--- src/rtl/vga_pkg.sv ---
// Shared raster timing constants for the video pipeline (VESA 800x600@60, 40 MHz).
package vga_pkg;
  localparam int CNT_W        = 11;
  localparam int VGA_H_ACTIVE = 800;
  localparam int VGA_H_FP     = 40;
  localparam int VGA_H_SYNC   = 128;
  localparam int VGA_H_BP     = 88;
  localparam int VGA_V_ACTIVE = 600;
  localparam int VGA_V_FP     = 1;
  localparam int VGA_V_SYNC   = 4;
  localparam int VGA_V_BP     = 23;
  localparam int VGA_H_TOTAL  = VGA_H_ACTIVE + VGA_H_FP + VGA_H_SYNC + VGA_H_BP;
  localparam int VGA_V_TOTAL  = VGA_V_ACTIVE + VGA_V_FP + VGA_V_SYNC + VGA_V_BP;
endpackage

--- src/rtl/vga_wrap_counter.sv ---
// Modulo-N counter with enable; exposes next value and a wrap strobe for chaining.
module vga_wrap_counter
  import vga_pkg::*;
#(
  parameter int N = VGA_H_TOTAL,
  parameter int W = CNT_W
) (
  input  logic         clk,
  input  logic         rst_n,
  input  logic         en,
  output logic [W-1:0] count,
  output logic [W-1:0] count_nxt,
  output logic         wrap
);
  localparam logic [W-1:0] LAST = W'(N - 1);

  always_comb begin
    wrap      = en && (count == LAST);
    count_nxt = count;
    if (en) count_nxt = (count == LAST) ? '0 : count + W'(1);
  end

  always_ff @(posedge clk or negedge rst_n) begin
    if (!rst_n) count <= '0;
    else        count <= count_nxt;
  end
endmodule

--- src/rtl/vga_timing_gen.sv ---
// Free-running raster timing generator; every flag is registered from the same
// next-count values as the counters, so the whole bundle describes one pixel.
module vga_timing_gen
  import vga_pkg::*;
#(
  parameter int H_ACTIVE = VGA_H_ACTIVE,
  parameter int H_FP     = VGA_H_FP,
  parameter int H_SYNC   = VGA_H_SYNC,
  parameter int H_BP     = VGA_H_BP,
  parameter int V_ACTIVE = VGA_V_ACTIVE,
  parameter int V_FP     = VGA_V_FP,
  parameter int V_SYNC   = VGA_V_SYNC,
  parameter int V_BP     = VGA_V_BP,
  parameter bit H_POL    = 1'b1,
  parameter bit V_POL    = 1'b1
) (
  input  logic             clk,
  input  logic             rst_n,
  input  logic             pix_en,
  output logic [CNT_W-1:0] hcount_out,
  output logic             hsync_out,
  output logic             hblnk_out,
  output logic [CNT_W-1:0] vcount_out,
  output logic             vsync_out,
  output logic             vblnk_out,
  output logic             frame_start,
  output logic             line_start
);
  localparam int H_TOTAL = H_ACTIVE + H_FP + H_SYNC + H_BP;
  localparam int V_TOTAL = V_ACTIVE + V_FP + V_SYNC + V_BP;

  if (H_TOTAL > (1 << CNT_W) || V_TOTAL > (1 << CNT_W)) begin : g_size_chk
    $error("vga_timing_gen: H_TOTAL/V_TOTAL exceed the counter width");
  end

  localparam logic [CNT_W-1:0] HB_BEG = CNT_W'(H_ACTIVE);
  localparam logic [CNT_W-1:0] HS_BEG = CNT_W'(H_ACTIVE + H_FP);
  localparam logic [CNT_W-1:0] HS_END = CNT_W'(H_ACTIVE + H_FP + H_SYNC);
  localparam logic [CNT_W-1:0] VB_BEG = CNT_W'(V_ACTIVE);
  localparam logic [CNT_W-1:0] VS_BEG = CNT_W'(V_ACTIVE + V_FP);
  localparam logic [CNT_W-1:0] VS_END = CNT_W'(V_ACTIVE + V_FP + V_SYNC);

  logic [CNT_W-1:0] h_nxt, v_nxt;
  logic             h_wrap, v_wrap;

  vga_wrap_counter #(.N(H_TOTAL), .W(CNT_W)) u_hcnt (
    .clk(clk), .rst_n(rst_n), .en(pix_en),
    .count(hcount_out), .count_nxt(h_nxt), .wrap(h_wrap)
  );

  // Vertical only steps on the horizontal wrap, so vsync can only change there.
  vga_wrap_counter #(.N(V_TOTAL), .W(CNT_W)) u_vcnt (
    .clk(clk), .rst_n(rst_n), .en(h_wrap),
    .count(vcount_out), .count_nxt(v_nxt), .wrap(v_wrap)
  );

  always_ff @(posedge clk or negedge rst_n) begin
    if (!rst_n) begin
      hblnk_out   <= 1'b0;
      vblnk_out   <= 1'b0;
      hsync_out   <= ~H_POL;
      vsync_out   <= ~V_POL;
      line_start  <= 1'b0;
      frame_start <= 1'b0;
    end else begin
      hblnk_out   <= h_nxt >= HB_BEG;
      vblnk_out   <= v_nxt >= VB_BEG;
      hsync_out   <= (h_nxt >= HS_BEG && h_nxt < HS_END) ? H_POL : ~H_POL;
      vsync_out   <= (v_nxt >= VS_BEG && v_nxt < VS_END) ? V_POL : ~V_POL;
      line_start  <= h_wrap;
      frame_start <= h_wrap & v_wrap;
    end
  end
endmodule

--- config.mk ---
export PLATFORM = sky130hd
export DESIGN_NAME = vga_timing_gen
export DESIGN_NICKNAME = d
export VERILOG_FILES = /design/src/rtl/vga_pkg.sv /design/src/rtl/vga_wrap_counter.sv /design/src/rtl/vga_timing_gen.sv
export SDC_FILE = /design/constraint.sdc
export NUM_CORES = 1
export LEC_CHECK = 0
export CAP_MARGIN = 20
export CELL_PAD_IN_SITES_DETAIL_PLACEMENT = 1
export CELL_PAD_IN_SITES_GLOBAL_PLACEMENT = 2
export CORE_ASPECT_RATIO = 0.5
export CORE_UTILIZATION = 28
export DETAILED_ROUTE_END_ITERATION = 8
export GPL_TIMING_DRIVEN = 1
export HOLD_SLACK_MARGIN = 0.06
export PLACE_DENSITY_LB_ADDON = 0.15
export SLEW_MARGIN = 0
export SYNTH_ARGS = -nofsm -noshare
export SYNTH_HDL_FRONTEND = slang
export SYNTH_SLANG_ARGS = --single-unit
--- constraint.sdc ---
create_clock -name clk -period 2.21 [get_ports clk]
set_clock_uncertainty 0.2 [all_clocks]
set_input_delay 0.3315 -clock clk [delete_from_list [all_inputs] [get_ports clk]]
set_output_delay 0.3315 -clock clk [all_outputs]
set_load 0.02 [all_outputs]
==> impl_metrics.json, run 1 <==
{
  "status": "finished, final reports clean",
  "reg2reg_depth": 9,
  "dp_cells": 310,
  "setup_violations": 0,
  "drtIter0Drc": 26,
  "io_buffers": 30,
  "postSynthAreaPerCell_um2": 9.524,
  "postRouteAntennaNets": 0,
  "ff_latch_area_um2": 708.2,
  "synth_cells": 170,
  "cts-root-buf": "clkbuf_16",
  "cts-buffers-inserted": 3,
  "path_clk_slew_ns": 0.07,
  "areaGrowthSynthToFinish_pct": 58.42,
  "synth_cell_types": 46,
  "fin_nets": 252,
  "worst-path-max-fanout": 7,
  "drive_gt1_share_pct": 34.15,
  "dr.pass1.iters": 4,
  "core_mm2": 0.005515,
  "synthTopCellsByCount": "28 x dfrtp_1, 16 x nand2_1, 11 x o21ai_0",
  "final-max-slew-violation-count": 0,
  "synth_top_family_by_area": "simple AND/OR/NAND/NOR gates",
  "start_util_pct": 29.36,
  "synth_top_area_share_pct": 43.28,
  "p_comb_share_pct": 31.3,
  "cts_max_level": 1,
  "grt_setup_unrepaired": "yes",
  "power_density_mw_per_mm2": 651.9,
  "p_int_mw": 1.166,
  "max-cap-violations": 0,
  "dp_hpwl_um": 3650,
  "async_flop_share_pct": 100.0,
  "clock_path_buffers": 2,
  "ir_drop_mv": 0.3351,
  "stdcell_count": 319,
  "grt_pass1_wl_um": 8211,
  "grt_start_max_net_pins": 29,
  "die_area_mm2": 0.006109,
  "netSwitchingFraction_pct": 30.26,
  "period_needed_ns": 2.206,
  "synth-seq-area-share_pct": 43.28,
  "tritoncts": "built",
  "syn-cell-area_mm2": 0.001619,
  "fin_util_pct": 46.51,
  "synth_top_flop_cell": "dfrtp_1",
  "drt_wl_total_um": 4942,
  "insertion_delay_ns": 0.26,
  "synth_compound_area_share_pct": 15.84,
  "clkPwrFrac_pct": 32.6,
  "synth_edf_count": 0,
  "yosysMostFrequentCell": "dfrtp_1",
  "grt-ovfl-total": 0,
  "hold_path.class": "in -> async",
  "antenna_found_initial": 0,
  "die_x_um": 109.5,
  "routedWlPerCell_um": 15.49,
  "final.fill_count": 627,
  "grt_usage_pct": 17.51,
  "p_seq_share_pct": 36.0,
  "relSlewSlack_pct": 74.41,
  "crit_arrival_ns": 2.19,
  "crit_path_start_kind": "flop",
  "leakage_nw": 1.107,
  "vias_per_cell": 4.937,
  "route.detailed.drc": 0,
  "muxShareOfSynthArea_pct": 0.6182,
  "period_share_pct": 99.82,
  "num_rows": 19,
  "ys_top_cells_by_area": "dfrtp_1 43%, nand2_1 3.7%, o21ai_0 3.4%",
  "yosys.area_share.simple_pct": 27.98,
  "synth_fp_nets": 175,
  "ys_seq_elements": 28,
  "multi_input_area_um2": 929.6,
  "ios": 31,
  "p_sw_mw": 0.5060,
  "synth_xor_area_share_pct": 5.951,
  "vias": 1575,
  "clkSinkCount": 28,
  "gp_congestion": 0.7646,
  "fin_hold_ws_ns": 0.2547,
  "grt_pass1_vias": 1625,
  "critical_path_class": "reg -> reg",
  "hold_violations": 0,
  "max_freq_mhz": 453.3,
  "ys_warn_count": 0,
  "antenna_cells": 0,
  "cp-end-kind": "flop",
  "synth_top_cell_by_area": "dfrtp_1",
  "worstMarginPinSlew_ns": 0.3838,
  "cp.required_ns": 2.20,
  "synth_fa_ha_area_share_pct": 1.546,
  "die_y_um": 55.77,
  "hold_buffers": 0
}
## critical path, stage by stage (launching register included)
cell and delay, ns:
dfrtp_2 0.44, nor4b_4 0.32, buf_4 0.17, nand4_4 0.14
buf_8 0.18, buf_4 0.13, nand2_2 0.08, a41oi_2 0.14
xnor2_1 0.16, nor3b_2 0.17
## timing repair
item                       in CTS  in global routing
resized for setup              11                 13
pin swaps                       5                  1
cloned                          0                  1
setup endpoints to repair       4                  7
setup buffers                   2                  2
## kinds of logic after synthesis
group | after synthesis
AO/OA/AOI/OAI | 37
XOR/XNOR | 11
adder cells (fa/ha/maj) | 2
buffers and inverters | 17
flip-flops | 28
multiplexers | 1
AND/OR/NAND/NOR | 74
## stage by stage
stage               setup slack [ns]  total power, mW  setup TNS, ns  instance area, um2
floorplan                   -0.03617           0.8295       -0.07026                1633
finish                      0.004009            1.672              0                2565
global placement             -0.1871            1.097        -0.8053                2315
global route                 -0.1740            1.757        -0.4788                2565
CTS                         0.003999            1.680              0                2490
detailed placement           -0.2928            1.098         -1.250                2315
## final cells by class
cell class / instances / share of cell area, %
tap: 73 / 3.561
clock buffer: 3 / 2.927
sequential: 28 / 27.61
multi-input combinational: 125 / 36.24
clock inverter: 1 / 1.171
timing repair buffer: 79 / 27.02
inverter: 10 / 1.463
## registers in the layout, summed over array words and instances (netlist names)
register / flops
u_hcnt.count: 11
vsync_out: 1
hsync_out: 1
line_start: 1
vblnk_out: 1
hblnk_out: 1
frame_start: 1
u_vcnt.count: 11
## per-layer routing
metal,vias to the layer above,global-route usage [%],routed length (um)
li1,772,-,-
met4,0,2.857,15
met2,15,27.13,2212
met3,2,2.927,110
met5,-,0,0
met1,786,25.88,2603
## cell usage in the layout (no fill, tap or decap), types with 6 or more instances in the layout
| master | count |
|---|---|
| dfrtp_2 | 6 |
| buf_4 | 47 |
| nand4_1 | 7 |
| clkdlybuf4s50_1 | 30 |
| inv_1 | 9 |
| nand3_1 | 9 |
| o21ai_0 | 6 |
| nor2_1 | 9 |
| xnor2_1 | 6 |
| nand2_1 | 15 |
| dfrtp_1 | 22 |
## worst paths after layout
path	slack (ns)	endpoint	from
worst max-delay path	0.004	hsync_out$_DFF_PN0_	u_hcnt.count[6]$_DFF_PN0_
worst min-delay path	0.25	vsync_out$_DFF_PN0_	rst_n
worst max register to register	0.004	hsync_out$_DFF_PN0_	u_hcnt.count[6]$_DFF_PN0_
worst min register to register	0.40	u_vcnt.count[8]$_DFF_PN0_	u_vcnt.count[8]$_DFF_PN0_
max in group asynchronous	1.25	u_hcnt.count[1]$_DFF_PN0_	rst_n
min in group clk	0.40	u_vcnt.count[8]$_DFF_PN0_	u_vcnt.count[8]$_DFF_PN0_
## power by group through the flow
stage | Sequential (mW) | Clock [mW] | Combinational (mW)
after floorplan | 0.694 | 0 | 0.136
after global placement | 0.611 | 0 | 0.486
after detailed placement | 0.611 | 0 | 0.487
after CTS | 0.602 | 0.561 | 0.517
after global routing | 0.610 | 0.588 | 0.560
final | 0.603 | 0.545 | 0.524
(Power assumes the default switching activity.)
==> run 2, diff against run 1 <==
--- a/config.mk
+++ b/config.mk
@@ -9,7 +9,7 @@
 export CELL_PAD_IN_SITES_DETAIL_PLACEMENT = 1
 export CELL_PAD_IN_SITES_GLOBAL_PLACEMENT = 2
 export CORE_ASPECT_RATIO = 0.5
-export CORE_UTILIZATION = 28
+export CORE_UTILIZATION = 34
 export DETAILED_ROUTE_END_ITERATION = 8
 export GPL_TIMING_DRIVEN = 1
 export HOLD_SLACK_MARGIN = 0.06
==> constraint.sdc (replaced) <==
create_clock -name clk -period 2.7 [get_ports clk]
set_clock_uncertainty 0.2 [all_clocks]
set_input_delay 0.405 -clock clk [delete_from_list [all_inputs] [get_ports clk]]
set_output_delay 0.405 -clock clk [all_outputs]
set_load 0.02 [all_outputs]
==> impl_metrics.json, run 2 (synthesis results as in run 1) <==
{
  "hold_path.class": "in -> async",
  "cts-root-buf": "clkbuf_8",
  "dp_hpwl_um": 3028,
  "worst-path-max-fanout": 5,
  "route.detailed.drc": 0,
  "antenna_cells": 0,
  "tritoncts": "built",
  "gp_congestion": 0.7622,
  "routedWlPerCell_um": 15.10,
  "cts_max_level": 1,
  "final_cell_mix": "30 x clkdlybuf4s50_1, 28 x dfrtp_1, 16 x nand2_1",
  "dp_cells": 266,
  "cts_setup_buffers": 0,
  "grt_pass1_vias": 1389,
  "die_area_mm2": 0.005059,
  "die_x_um": 99.59,
  "worstMarginPinSlew_ns": 0.4326,
  "period_needed_ns": 2.439,
  "cp.required_ns": 2.70,
  "path_clk_slew_ns": 0.10,
  "num_rows": 17,
  "stdcell_count": 269,
  "dr.pass1.iters": 3,
  "grt_pass1_wl_um": 7127,
  "relSlewSlack_pct": 70.86,
  "r2r_end": "vsync_out$_DFF_PN0_",
  "drtIter0Drc": 18,
  "postRouteAntennaNets": 0,
  "crit_path_start_kind": "flop",
  "met1_usage_pct": 26.62,
  "final.fill_count": 516,
  "grt-ovfl-total": 0,
  "cts-buffers-inserted": 3,
  "grt_usage_pct": 18.65,
  "cp-end-kind": "flop",
  "start_util_pct": 36.07,
  "period_share_pct": 90.32,
  "startpoint": "u_hcnt.count[1]$_DFF_PN0_",
  "grt.busiest_layer": "met2",
  "antenna_found_initial": 0,
  "reg2reg_depth": 7,
  "crit_arrival_ns": 2.44,
  "grt_start_max_net_pins": 29,
  "hold_buffers": 0,
  "vias_per_cell": 5.167,
  "regToRegStartpoint": "u_hcnt.count[1]$_DFF_PN0_",
  "setup_violations": 0,
  "max_freq_mhz": 410.0,
  "grt_setup_unrepaired": "no",
  "leakage_nw": 0.8545,
  "critical_path_class": "reg -> reg",
  "clock_path_buffers": 2,
  "largestRegisters": "u_hcnt.count (11), u_vcnt.count (11)",
  "final-max-slew-violation-count": 0,
  "ir_drop_mv": 0.3118,
  "status": "finished, final reports clean",
  "grt_util_met2_pct": 28.47,
  "use_met3_pct": 4.596,
  "insertion_delay_ns": 0.28,
  "clkSinkCount": 28,
  "ff2ff_setup_slack_ns": 0.26,
  "power_mw": 1.040,
  "finalSetupTns_ns": 0,
  "cts.repair.resized": 0,
  "drive_gt1_share_pct": 9.360,
  "io_buffers": 30,
  "max-cap-violations": 0,
  "power_density_mw_per_mm2": 505.8,
  "ios": 31,
  "fin_nets": 210,
  "vias": 1390,
  "die_y_um": 50.80,
  "areaGrowthSynthToFinish_pct": 26.97,
  "final_common_cell": "clkdlybuf4s50_1",
  "drt_wl_total_um": 4062,
  "core_mm2": 0.004488,
  "endpoint": "vsync_out$_DFF_PN0_",
  "hold_violations": 0
}
## run 2: cell types whose count changed in the layout (fill, tap and decap cells not counted), moves of 3 or more
| cell | previous run | this run |
|---|---|---|
| o21ai_0 | 6 | 11 |
| buf_4 | 47 | 7 |
| clkbuf_16 | 4 | 0 |
| o21ai_1 | 5 | 1 |
| dfrtp_2 | 6 | 0 |
| dfrtp_1 | 22 | 28 |
| clkbuf_8 | 0 | 3 |
## run 2: how the worst min path moves through the flow
stage | end | start | slack (ns)
after floorplan | frame_start$_DFF_PN0_ | rst_n | -0.09
after global placement | u_hcnt.count[2]$_DFF_PN0_ | u_hcnt.count[2]$_DFF_PN0_ | 0.35
after detailed placement | u_hcnt.count[2]$_DFF_PN0_ | u_hcnt.count[2]$_DFF_PN0_ | 0.36
after CTS | u_vcnt.count[8]$_DFF_PN0_ | rst_n | 0.31
after global routing | vsync_out$_DFF_PN0_ | rst_n | 0.33
final | vsync_out$_DFF_PN0_ | rst_n | 0.29
## run 2: stage by stage
| step | area (um2) | hold slack, ns | util (%) | setup slack [ns] |
|---|---|---|---|---|
| finish | 2056 | 0.2927 | 45.80 | 0.2613 |
| global route | 2056 | 0.3254 | 45.80 | 0.04644 |
| CTS | 2056 | 0.3103 | 45.80 | 0.2355 |
| detailed placement | 2014 | 0.3555 | 44.88 | 0.1369 |
| global placement | 2014 | 0.3509 | 44.88 | 0.2078 |
| floorplan | 1619 | -0.09059 | - | 0.3305 |
## run 2: critical path: stages, from the launching register on
cell,delay [ns]
dfrtp_1,0.42
ha_1,0.22
and3_1,0.34
nand3_1,0.14
or4_1,0.53
a22oi_2,0.27
nand3_1,0.12
nor4_2,0.13
## run 2: final cells by class
cell class / count / area [um2] / area share, %
Clock buffer: 3 / 41.29 / 2.009
Timing Repair Buffer: 37 / 352.8 / 17.16
Inverter: 10 / 37.54 / 1.826
Multi-Input combinational cell: 125 / 840.8 / 40.90
Tap cell: 66 / 82.58 / 4.017
Sequential cell: 28 / 700.7 / 34.08
## run 2: where the power goes
| group | switching (mW) | internal [mW] |
|---|---|---|
| combinational | 0.159 | 0.123 |
| sequential | 0.0603 | 0.458 |
| clock | 0.138 | 0.101 |
## run 2: metal layers
layer	vias to the layer above	wire (um)	share of wire, %
met4	0	23	0.57
met2	20	1755	43
met3	2	132	3.2
li1	687	-	-
met1	681	2150	53
met5	-	0	0
==> run 3, diff against run 2 <==
--- a/config.mk
+++ b/config.mk
@@ -14,6 +14,7 @@
 export GPL_TIMING_DRIVEN = 1
 export HOLD_SLACK_MARGIN = 0.06
 export PLACE_DENSITY_LB_ADDON = 0.15
+export RECOVER_POWER = 50
 export SLEW_MARGIN = 0
 export SYNTH_ARGS = -nofsm -noshare
 export SYNTH_HDL_FRONTEND = slang
==> impl_metrics.json, run 3 (synthesis results as in run 1) <==
{
  "status": "finished with violations",
  "violations": "max-capacitance violations, max-slew violations",
  "grt-ovfl-total": 0,
  "cts-root-buf": "clkbuf_8",
  "setup_violations": 0,
  "reg2reg_depth": 7,
  "critical_path_class": "reg -> reg",
  "period_share_pct": 91.89,
  "regToRegStartpoint": "u_hcnt.count[1]$_DFF_PN0_",
  "antenna_found_initial": 0,
  "die_x_um": 99.59,
  "cp.required_ns": 2.70,
  "hold_depth": 1,
  "finalSetupTns_ns": 0,
  "gp_congestion": 0.7622,
  "start_util_pct": 36.07,
  "drtIter0Drc": 17,
  "max_freq_mhz": 403.1,
  "power_mw": 1.032,
  "placed_area_mm2": 0.002014,
  "r2r_end": "vsync_out$_DFF_PN0_",
  "cp-end-kind": "flop",
  "met1_usage_pct": 26.62,
  "use_met3_pct": 4.596,
  "insertion_delay_ns": 0.28,
  "hold_buffers": 0,
  "path_cells": "ha_1 -> and3_1 -> nand4_1 -> or4_1 -> o21ai_4 -> nand3_1 -> nor4_2",
  "largestRegisters": "u_hcnt.count (11), u_vcnt.count (11)",
  "crit_arrival_ns": 2.48,
  "clkSinkCount": 28,
  "final_area_mm2": 0.002029,
  "routedWlPerCell_um": 15.12,
  "antenna_cells": 0,
  "grt_pass1_wl_um": 7127,
  "final_cell_mix": "28 x dfrtp_1, 22 x clkdlybuf4s50_1, 16 x nand2_1",
  "dp_hpwl_um": 3028,
  "leakage_nw": 0.8575,
  "ios": 31,
  "ir_drop_mv": 0.3122,
  "worstHoldStart": "u_hcnt.count[2]$_DFF_PN0_",
  "max-cap-violations": 1,
  "final.fill_count": 520,
  "grt_util_met2_pct": 28.47,
  "fin_nets": 210,
  "clock_path_buffers": 2,
  "grt_start_max_net_pins": 29,
  "postRouteAntennaNets": 0,
  "num_rows": 17,
  "final_common_cell": "dfrtp_1",
  "areaGrowthSynthToFinish_pct": 25.35,
  "period_needed_ns": 2.481,
  "crit_slowest_cell": "or4_1",
  "hold_path.class": "reg -> reg",
  "ff2ff_setup_slack_ns": 0.22,
  "die_area_mm2": 0.005059,
  "die_y_um": 50.80,
  "max_stage_delay_ns": 0.64,
  "core_mm2": 0.004488,
  "hold_violations": 0,
  "grt_usage_pct": 18.65,
  "crit_path_start_kind": "flop",
  "grt_setup_unrepaired": "no",
  "drive_gt1_share_pct": 7.389,
  "tritoncts": "built",
  "drt_wl_total_um": 4066,
  "power_density_mw_per_mm2": 508.6,
  "cts_setup_buffers": 0,
  "worstHoldEndpoint": "u_hcnt.count[2]$_DFF_PN0_",
  "startpoint": "u_hcnt.count[1]$_DFF_PN0_",
  "path_clk_slew_ns": 0.10,
  "dr.pass1.iters": 3,
  "grt.busiest_layer": "met2",
  "io_buffers": 30,
  "cts.repair.resized": 0,
  "cts-buffers-inserted": 3,
  "worstMarginPinSlew_ns": 1.531,
  "grt_pass1_vias": 1389,
  "vias_per_cell": 5.134,
  "cts_max_level": 1,
  "route.detailed.drc": 0,
  "worst-path-max-fanout": 6,
  "relSlewSlack_pct": -2.094,
  "final-max-slew-violation-count": 29,
  "vias": 1381
}
-- run 3: cell types whose count changed in the layout (fill, tap and decap cells not counted), sizes merged --
cell	previous run	this run
buf	7	4
dlygate4sd3	0	8
clkbuf	3	6
clkdlybuf4s50	30	22
-- run 3: power by group --
group	switching, mW	internal (mW)
logic	0.154	0.120
clock network	0.138	0.101
registers	0.0603	0.458
total	0.353	0.679
-- run 3: how the worst max path moves through the flow --
stage	endpoint	slack (ns)	depth (start not counted)
after floorplan	vsync_out$_DFF_PN0_	0.33	8
after global placement	vsync_out$_DFF_PN0_	0.21	7
after detailed placement	hsync_out$_DFF_PN0_	0.14	7
after CTS	vsync_out$_DFF_PN0_	0.24	7
after global routing	vblnk_out$_DFF_PN0_	0.03	9
final	vsync_out$_DFF_PN0_	0.22	7
-- run 3: layout make-up --
class / instances / area, um2 / area share, %
sequential: 28 / 700.7 / 34.53
multi-input combinational: 125 / 825.8 / 40.69
clock buffer: 3 / 41.29 / 2.035
tap: 66 / 82.58 / 4.069
timing repair buffer: 37 / 341.6 / 16.83
inverter: 10 / 37.54 / 1.850
-- run 3: layer usage --
| layer | share of wire (%) | wire [um] | up-vias |
|---|---|---|---|
| met5 | 0 | 0 | - |
| met4 | 0.57 | 23 | 0 |
| met3 | 3.0 | 122 | 2 |
| met2 | 43 | 1742 | 18 |
| met1 | 54 | 2178 | 674 |
| li1 | - | - | 687 |
-- run 3: critical path, delay by kind of cell (launching register included) --
kind,cells,cell delay [ns]
fa+ha+maj,1,0.21
compound gates,1,0.10
flops,1,0.42
simple gates,5,1.48
-- run 3: through the flow --
stage | cells | hold WS, ns | util (%) | worst slack, ns
2_1_floorplan | 170 | -0.09059 | - | 0.3305
3_3_place_gp | 266 | 0.3509 | 44.88 | 0.2078
3_5_place_dp | 266 | 0.3555 | 44.88 | 0.1369
4_1_cts | 269 | 0.3103 | 45.80 | 0.2355
5_1_grt | 269 | 0.4148 | 45.22 | 0.02689
6_report | 269 | 0.3816 | 45.22 | 0.2190
